### src/rtl/delta_pkg.sv
// Shared constants and types for the Delta weight-controller consumer side.
package delta_pkg;

    localparam int unsigned MAX_WEIGHT_LEN_BYTE = 8;
    localparam int unsigned INPUT_CHANNEL       = 16;
    localparam int unsigned WEIGHT_WORD_W       = MAX_WEIGHT_LEN_BYTE * 8;
    localparam int unsigned CHANNEL_IDX_W       = $clog2(INPUT_CHANNEL);
    localparam int unsigned SRAM_ADDR_W         = 32;

    typedef enum logic [1:0] {
        WB_IDLE  = 2'd0,
        WB_REQ   = 2'd1,
        WB_GAP   = 2'd2,
        WB_DRAIN = 2'd3
    } wbuf_state_t;

endpackage

### src/rtl/delta_pu_weight_buffer_if.sv
// Bundle of the weight-buffer control, SRAM handshake and PE stream signals.
interface delta_pu_weight_buffer_if
    import delta_pkg::*;
#(
    parameter int unsigned WORD_W = WEIGHT_WORD_W,
    parameter int unsigned IDX_W  = CHANNEL_IDX_W
) ();

    logic                   start;
    logic                   finish_cycle;
    logic                   WB_SRAM_read;
    logic [SRAM_ADDR_W-1:0] WB_SRAM_address;
    logic                   WB_SRAM_ready;
    logic [WORD_W-1:0]      WB_SRAM_data;
    logic                   w_valid;
    logic                   w_ready;
    logic [WORD_W-1:0]      w_data;
    logic [IDX_W-1:0]       w_idx;
    logic                   w_last;
    logic                   busy;
    logic                   done;
    logic                   err;

    // master: the weight buffer itself
    modport master (
        input  start, finish_cycle, WB_SRAM_ready, WB_SRAM_data, w_ready,
        output WB_SRAM_read, WB_SRAM_address, w_valid, w_data, w_idx, w_last,
               busy, done, err
    );

    // slave: the controller / PE environment around it
    modport slave (
        output start, finish_cycle, WB_SRAM_ready, WB_SRAM_data, w_ready,
        input  WB_SRAM_read, WB_SRAM_address, w_valid, w_data, w_idx, w_last,
               busy, done, err
    );

endinterface

### src/rtl/delta_weight_fifo.sv
// Small synchronous FIFO with flush and occupancy count; head is read straight from storage.
module delta_weight_fifo #(
    parameter int unsigned DEPTH = 4,
    parameter int unsigned W     = 68
) (
    input  logic                   clk,
    input  logic                   rst_n,
    input  logic                   i_flush,
    input  logic                   i_push,
    input  logic                   i_pop,
    input  logic [W-1:0]           i_wdata,
    output logic [W-1:0]           o_rdata,
    output logic [$clog2(DEPTH):0] o_count
);

    localparam int unsigned PTR_W = $clog2(DEPTH);
    localparam int unsigned CNT_W = PTR_W + 1;

    logic [W-1:0]     r_mem [DEPTH];
    logic [PTR_W-1:0] r_wptr;
    logic [PTR_W-1:0] r_rptr;
    logic [CNT_W-1:0] r_count;
    logic             w_do_pop;
    logic             w_do_push;

    assign w_do_pop  = i_pop && (r_count != '0);
    assign w_do_push = i_push && ((r_count != CNT_W'(DEPTH)) || w_do_pop);

    // Pointers wrap naturally because DEPTH is a power of two.
    always_ff @(posedge clk or negedge rst_n) begin
        if (!rst_n) begin
            for (int unsigned i = 0; i < DEPTH; i++) begin
                r_mem[i] <= '0;
            end
            r_wptr  <= '0;
            r_rptr  <= '0;
            r_count <= '0;
        end else if (i_flush) begin
            r_wptr  <= '0;
            r_rptr  <= '0;
            r_count <= '0;
        end else begin
            if (w_do_push) begin
                r_mem[r_wptr] <= i_wdata;
                r_wptr        <= r_wptr + PTR_W'(1);
            end
            if (w_do_pop) begin
                r_rptr <= r_rptr + PTR_W'(1);
            end
            case ({w_do_push, w_do_pop})
                2'b10:   r_count <= r_count + CNT_W'(1);
                2'b01:   r_count <= r_count - CNT_W'(1);
                default: r_count <= r_count;
            endcase
        end
    end

    assign o_rdata = r_mem[r_rptr];
    assign o_count = r_count;

endmodule

### src/rtl/delta_pu_weight_buffer.sv
// Per-PU weight prefetch buffer: fetches ENTRIES words from the Weight SRAM
// through the controller handshake and streams them in order to the PEs.
module delta_pu_weight_buffer
    import delta_pkg::*;
#(
    parameter int unsigned ENTRIES = INPUT_CHANNEL,
    parameter int unsigned WORD_W  = WEIGHT_WORD_W,
    parameter int unsigned STRIDE  = MAX_WEIGHT_LEN_BYTE,
    parameter int unsigned DEPTH   = 4
) (
    input  logic                     clock,
    input  logic                     reset,
    delta_pu_weight_buffer_if.master bus
);

    localparam int unsigned IDX_W  = $clog2(ENTRIES);
    localparam int unsigned IDXC_W = IDX_W + 1;
    localparam int unsigned FIFO_W = WORD_W + IDX_W;
    localparam int unsigned CNT_W  = $clog2(DEPTH) + 1;

    wbuf_state_t            r_state;
    logic [IDXC_W-1:0]      r_idx;
    logic                   r_read;
    logic [SRAM_ADDR_W-1:0] r_addr;
    logic                   r_done;
    logic                   r_err;

    logic                   w_push;
    logic                   w_pop;
    logic                   w_head_valid;
    logic                   w_all_requested;
    logic                   w_final_pop;
    logic [FIFO_W-1:0]      w_head;
    logic [CNT_W-1:0]       w_count;
    logic [SRAM_ADDR_W-1:0] w_next_addr;

    assign w_head_valid    = (w_count != '0);
    assign w_pop           = w_head_valid && bus.w_ready;
    assign w_push          = (r_state == WB_REQ) && bus.WB_SRAM_ready && !bus.finish_cycle;
    assign w_all_requested = (r_idx == IDXC_W'(ENTRIES));
    // The last word can leave while still in GAP; done must follow that pop directly.
    assign w_final_pop     = w_pop && w_all_requested && (w_count == CNT_W'(1));
    assign w_next_addr     = SRAM_ADDR_W'(r_idx) * SRAM_ADDR_W'(STRIDE);

    delta_weight_fifo #(
        .DEPTH (DEPTH),
        .W     (FIFO_W)
    ) u_fifo (
        .clk     (clock),
        .rst_n   (reset),
        .i_flush (bus.finish_cycle),
        .i_push  (w_push),
        .i_pop   (w_pop),
        .i_wdata ({bus.WB_SRAM_data, r_idx[IDX_W-1:0]}),
        .o_rdata (w_head),
        .o_count (w_count)
    );

    // Fetch sequencer; read/address/done/err are registered alongside the state.
    always_ff @(posedge clock or negedge reset) begin
        if (!reset) begin
            r_state <= WB_IDLE;
            r_idx   <= '0;
            r_read  <= 1'b0;
            r_addr  <= '0;
            r_done  <= 1'b0;
            r_err   <= 1'b0;
        end else begin
            r_done <= 1'b0;
            if (bus.finish_cycle) begin
                r_state <= WB_IDLE;
                r_idx   <= '0;
                r_read  <= 1'b0;
            end else begin
                if (bus.WB_SRAM_ready && (r_state != WB_REQ)) begin
                    r_err <= 1'b1;
                end
                case (r_state)
                    WB_IDLE: begin
                        if (bus.start) begin
                            r_state <= WB_REQ;
                            r_idx   <= '0;
                            r_read  <= 1'b1;
                            r_addr  <= '0;
                        end
                    end
                    WB_REQ: begin
                        if (bus.WB_SRAM_ready) begin
                            r_state <= WB_GAP;
                            r_idx   <= r_idx + IDXC_W'(1);
                            r_read  <= 1'b0;
                        end
                    end
                    WB_GAP: begin
                        if (w_final_pop) begin
                            r_state <= WB_IDLE;
                            r_done  <= 1'b1;
                        end else if (w_all_requested) begin
                            r_state <= WB_DRAIN;
                        end else if (w_count < CNT_W'(DEPTH)) begin
                            r_state <= WB_REQ;
                            r_read  <= 1'b1;
                            r_addr  <= w_next_addr;
                        end
                    end
                    WB_DRAIN: begin
                        if (w_final_pop || !w_head_valid) begin
                            r_state <= WB_IDLE;
                            r_done  <= 1'b1;
                        end
                    end
                    default: r_state <= WB_IDLE;
                endcase
            end
        end
    end

    assign bus.WB_SRAM_read    = r_read;
    assign bus.WB_SRAM_address = r_addr;
    assign bus.w_valid         = w_head_valid;
    assign bus.w_data          = w_head[FIFO_W-1:IDX_W];
    assign bus.w_idx           = w_head[IDX_W-1:0];
    assign bus.w_last          = w_head_valid && (w_head[IDX_W-1:0] == IDX_W'(ENTRIES - 1));
    assign bus.busy            = (r_state != WB_IDLE);
    assign bus.done            = r_done;
    assign bus.err             = r_err;

endmodule

### src/flat_wrapper.sv
// flat-port wrapper written by rule: the top's interface ports become plain ports
module delta_pu_weight_buffer_flat import delta_pkg::*;
#(
    parameter int unsigned ENTRIES = INPUT_CHANNEL,
    parameter int unsigned WORD_W  = WEIGHT_WORD_W,
    parameter int unsigned STRIDE  = MAX_WEIGHT_LEN_BYTE,
    parameter int unsigned DEPTH   = 4
)
  (clock, reset, bus_start, bus_finish_cycle, bus_WB_SRAM_ready, bus_WB_SRAM_data, bus_w_ready, bus_WB_SRAM_read, bus_WB_SRAM_address, bus_w_valid, bus_w_data, bus_w_idx, bus_w_last, bus_busy, bus_done, bus_err);
  delta_pu_weight_buffer_if #(.WORD_W(WORD_W), .IDX_W(4)) bus_i ();
  input  logic clock;
  input  logic reset;
  input wire logic [$bits(bus_i.start)-1:0] bus_start;
  input wire logic [$bits(bus_i.finish_cycle)-1:0] bus_finish_cycle;
  input wire logic [$bits(bus_i.WB_SRAM_ready)-1:0] bus_WB_SRAM_ready;
  input wire logic [$bits(bus_i.WB_SRAM_data)-1:0] bus_WB_SRAM_data;
  input wire logic [$bits(bus_i.w_ready)-1:0] bus_w_ready;
  output wire logic [$bits(bus_i.WB_SRAM_read)-1:0] bus_WB_SRAM_read;
  output wire logic [$bits(bus_i.WB_SRAM_address)-1:0] bus_WB_SRAM_address;
  output wire logic [$bits(bus_i.w_valid)-1:0] bus_w_valid;
  output wire logic [$bits(bus_i.w_data)-1:0] bus_w_data;
  output wire logic [$bits(bus_i.w_idx)-1:0] bus_w_idx;
  output wire logic [$bits(bus_i.w_last)-1:0] bus_w_last;
  output wire logic [$bits(bus_i.busy)-1:0] bus_busy;
  output wire logic [$bits(bus_i.done)-1:0] bus_done;
  output wire logic [$bits(bus_i.err)-1:0] bus_err;
  assign bus_i.start = bus_start;
  assign bus_i.finish_cycle = bus_finish_cycle;
  assign bus_i.WB_SRAM_ready = bus_WB_SRAM_ready;
  assign bus_i.WB_SRAM_data = bus_WB_SRAM_data;
  assign bus_i.w_ready = bus_w_ready;
  assign bus_WB_SRAM_read = bus_i.WB_SRAM_read;
  assign bus_WB_SRAM_address = bus_i.WB_SRAM_address;
  assign bus_w_valid = bus_i.w_valid;
  assign bus_w_data = bus_i.w_data;
  assign bus_w_idx = bus_i.w_idx;
  assign bus_w_last = bus_i.w_last;
  assign bus_busy = bus_i.busy;
  assign bus_done = bus_i.done;
  assign bus_err = bus_i.err;
  delta_pu_weight_buffer #(.ENTRIES(ENTRIES), .WORD_W(WORD_W), .STRIDE(STRIDE), .DEPTH(DEPTH)) u_core (.clock(clock), .reset(reset), .bus(bus_i));
endmodule
### config.mk
export PLATFORM = sky130hd
export DESIGN_NAME = delta_pu_weight_buffer_flat
export DESIGN_NICKNAME = d
export VERILOG_FILES = /design/src/rtl/delta_pkg.sv /design/src/rtl/delta_pu_weight_buffer_if.sv /design/src/rtl/delta_weight_fifo.sv /design/src/rtl/delta_pu_weight_buffer.sv /design/src/flat_wrapper.sv
export SDC_FILE = /design/constraint.sdc
export NUM_CORES = 1
export LEC_CHECK = 0
export ABC_AREA = 1
export BUFFER_PORTS_ARGS = -buffer_cell sky130_fd_sc_hd__buf_4
export CORE_AREA = 2 2 181 138
export CTS_BUF_LIST = sky130_fd_sc_hd__clkbuf_16
export DETAILED_ROUTE_END_ITERATION = 12
export DIE_AREA = 0 0 183 140
export PLACE_DENSITY = 0.79
export SYNTH_ARGS = -nofsm -noshare
export SYNTH_HDL_FRONTEND = slang
export SYNTH_SLANG_ARGS = --single-unit
### constraint.sdc
create_clock -name clock -period 2.45 [get_ports clock]
set_clock_uncertainty 0.1 [all_clocks]
set_input_delay 0.1225 -clock clock [delete_from_list [all_inputs] [get_ports clock]]
set_output_delay 0.1225 -clock clock [all_outputs]
set_load 0.005 [all_outputs]
==> flow_metrics.py <==
metrics = {
    "critical_path": {
        "crit_chain": "inv_8 > o21ai_0 > o22ai_1 > nand2_1 > nor2_1 > buf_4",
        "critPathMaxFanout": 45,
        "cp_num_buf_inv": 2,
        "critPathKind": "flop to primary output",
        "crit_family": "flip-flops",
        "cp.arrival_ps": 2150,
        "required_ps": 2230,
        "max_stage_delay_ps": 550,
        "cp_slowest_cell": "dfrtp_4",
        "crit_path_start_kind": "flop",
        "end_kind": "primary output",
    },
    "sta": {
        "fin_tns_setup_ps": 0,
        "final_hold_viol_count": 0,
        "clock.fmax_mhz": 422,
        "rsz0062_at_grt": "no",
        "fin_ws_ps": 79.3,
        "setup_viol": 0,
        "worst_pin_slew_ps": 557,
        "post-route-min-period_ps": 2370,
        "drv_slew": 0,
        "relSlewSlack": 0.629,
        "min_period_over_period": 0.968,
    },
    "clock_network": {
        "numClockSinks": 294,
        "clockRootBuffer": "clkbuf_16",
        "cts.htree.levels": 1,
        "cts_tree": "done",
        "cts_buffer_depth": 3,
        "clock_latency_ps": 540,
        "clk_pin_slew_ps": 70,
        "cts_buffers": 29,
    },
    "detailed_routing": {
        "vias_per_cell": 5.69,
        "totalWireLength_mm": 32.7,
        "wl_per_cell_microns": 19.0,
        "drcViolationCount": 0,
        "drtIter0Drc": 731,
        "ant_nets": 0,
        "first_pass_iters": 5,
        "num_vias": 9780,
    },
    "hold_path": {
        "hold_path_class": "primary input to asynchronous set/reset pin",
    },
    "global_routing": {
        "gr-total-overflow": 0,
        "grt_max_degree": 72,
        "first_global_vias": 10300,
        "antenna_found_initial": 0,
        "grt_pass1_wl_mm": 52.9,
        "grt_usage": 0.256,
    },
    "flow_run": {
        "maxCapViolCount": 0,
    },
    "logic_synthesis": {
        "synth_fa_ha_area_frac": 0.0137,
        "ys_seq_area_frac": 0.538,
        "syn_area_sq_um": 13700,
        "yosysWarnings": 0,
        "synth_top_family_by_area": "multiplexers",
        "syn_area_per_cell_sq_um": 11.5,
        "yosys.area_share.xor_xnor": 0.00256,
        "ys_seq_elements": 294,
        "synth-simple-area-share": 0.0738,
        "synthDistinctLibCells": 34,
        "synth_mux_area_frac": 0.211,
        "synth_compound_area_frac": 0.101,
        "netlist_instances": 1188,
    },
    "place": {
        "dp_hpwl_mm": 18.9,
        "place.gp.congestion": 0.780,
        "portBuffers": 148,
        "preCtsSetupSlack_ps": 180,
    },
    "die": {
        "initial_core_util": 0.575,
        "num_rows": 49,
        "fp.dieW_microns": 183,
        "core_sq_um": 23800,
        "die_area_sq_um": 25600,
        "ioPinCount": 176,
        "die_y_microns": 140,
    },
    "power": {
        "power.leakage_nw": 8.11,
        "p_per_area_nw_per_um2": 991,
        "peakVddDrop_mv": 0.736,
    },
    "final_layout": {
        "drive_gt1_frac": 0.329,
        "multiInputGateArea_sq_um": 5610,
        "fillCellCount": 1703,
        "fin_nets": 1478,
        "antenna_cells_inserted": 0,
        "ff_latch_area_sq_um": 7360,
        "syn2layout_area_growth_pct": 21.9,
    },
    "run_status": {
        "outcome": "complete, no violations",
    },
}
[path summary, 6_finish.rpt]
kind	start	to	slack [ps]	cells past startpoint
worst max register to register	u_core.r_state[1]	u_core.u_fifo.r_mem[86]	180	8
min in group clock	bus_start	u_core.r_idx[4]	100	7
worst min-delay path	reset	u_core.u_fifo.r_mem[253]	20	2
max in group asynchronous	reset	u_core.u_fifo.r_mem[102]	1400	3
worst min register to register	u_core.u_fifo.r_mem[126]	u_core.u_fifo.r_mem[126]	380	1
worst max-delay path	u_core.u_fifo.r_rptr[0]	bus_w_last	80	6
[cells by family after synthesis]
group,Yosys count
adder cells (fa/ha/maj),15
other,1
multiplexers,256
AO/OA/AOI/OAI,246
buffers and inverters,134
XOR/XNOR,4
AND/OR/NAND/NOR,238
flip-flops,294
[cell usage after synthesis]
library cell / count / area, sq um
o21a_1: 16 / 120
nor2_2: 1 / 6.26
nand3_1: 13 / 65.1
conb_1: 1 / 3.75
xnor2_1: 2 / 17.5
or2_2: 1 / 6.26
buf_2: 4 / 20.0
a21o_1: 1 / 7.51
o22ai_1: 68 / 425
clkbuf_1: 42 / 158
inv_1: 29 / 109
mux2_1: 22 / 248
buf_4: 28 / 210
o211ai_1: 1 / 7.51
o31ai_1: 5 / 37.5
buf_1: 2 / 7.51
ha_1: 15 / 188
a31oi_1: 1 / 6.26
buf_6: 27 / 304
clkinv_1: 2 / 7.51
nand2_1: 64 / 240
a21oi_1: 4 / 20.0
nor3b_1: 1 / 7.51
nor2_1: 145 / 544
nor2_8: 4 / 80.1
dfrtp_1: 294 / 7360
o21ai_0: 149 / 746
nor3_1: 3 / 15.0
mux2_2: 234 / 2640
nand4_1: 4 / 25.0
nand3b_1: 1 / 7.51
nand2_4: 1 / 11.3
a22oi_1: 1 / 7.51
xor2_1: 2 / 17.5
[layout by cell type, fill, tap and decap left out, types with 15 or more instances in the layout]
cell           Yosys  layout
dfrtp_1          294     292
mux2_2           234     234
buf_4             28     159
o21ai_0          149     149
nor2_1           145     145
dlygate4sd3_1      0      70
o22ai_1           68      66
nand2_1           64      63
inv_1             29      32
clkbuf_16          0      30
conb_1             1      27
mux2_1            22      22
o21a_1            16      16
buf_12             0      16
ha_1              15      15
[cell type report]
cell class | instances | share of cell area
multi-input combinational | 786 | 0.337
tap | 306 | 0.0230
sequential | 294 | 0.442
clock inverter | 21 | 0.00713
inverter | 31 | 0.00758
clock buffer | 29 | 0.0436
timing repair buffer | 251 | 0.140
[timing repair]
action                                  in CTS  in global routing
cloned                                       1                  1
buffers inserted                             0                  0
hold endpoints to repair                   560                  0
endpoints found under the setup margin      10                 21
pin swaps                                    0                  0
gates resized for setup                      3                  8
hold buffers                                70                  0
[power by group]
group          internal (mW)  switching (mW)  total, mW
Combinational           2.94            2.82       5.76
Sequential              6.05           0.645       6.70
Clock                   2.23            1.82       4.05
Total                   11.2            5.29       16.5
[stage by stage]
| step | hold slack (ps) | instance area (sq um) | util | power (mW) | instances |
|---|---|---|---|---|---|
| 2_1_floorplan | -273 | 13800 | - | 9.78 | 1214 |
| 3_3_place_gp | 23.4 | 15000 | 0.631 | 12.0 | 1596 |
| 3_5_place_dp | 26.2 | 15000 | 0.631 | 12.2 | 1596 |
| 4_1_cts | 49.7 | 16600 | 0.698 | 16.5 | 1717 |
| 5_1_grt | 67.2 | 16700 | 0.701 | 17.5 | 1718 |
| 6_report | 23.5 | 16700 | 0.701 | 16.5 | 1718 |
[flip-flops by register name, indices dropped and copies added (netlist names)]
register	cells
u_core.bus.err	1
u_core.u_fifo.o_count	3
u_core.bus.WB_SRAM_address	5
u_core.r_state	2
u_core.bus.WB_SRAM_read	1
u_core.bus.done	1
u_core.u_fifo.r_mem	272
u_core.r_idx	5
u_core.u_fifo.r_rptr	2
u_core.u_fifo.r_wptr	2
[per-layer routing]
layer / part of all wire / vias to the layer above / track usage
met3: 0.064 / 59 / 0.0523
met4: 0.020 / 0 / 0.0602
met2: 0.48 / 299 / 0.431
met5: 0 / - / 0
li1: - / 4508 / -
met1: 0.44 / 4914 / 0.343
Note: power is estimated with default switching activity, not from simulation.
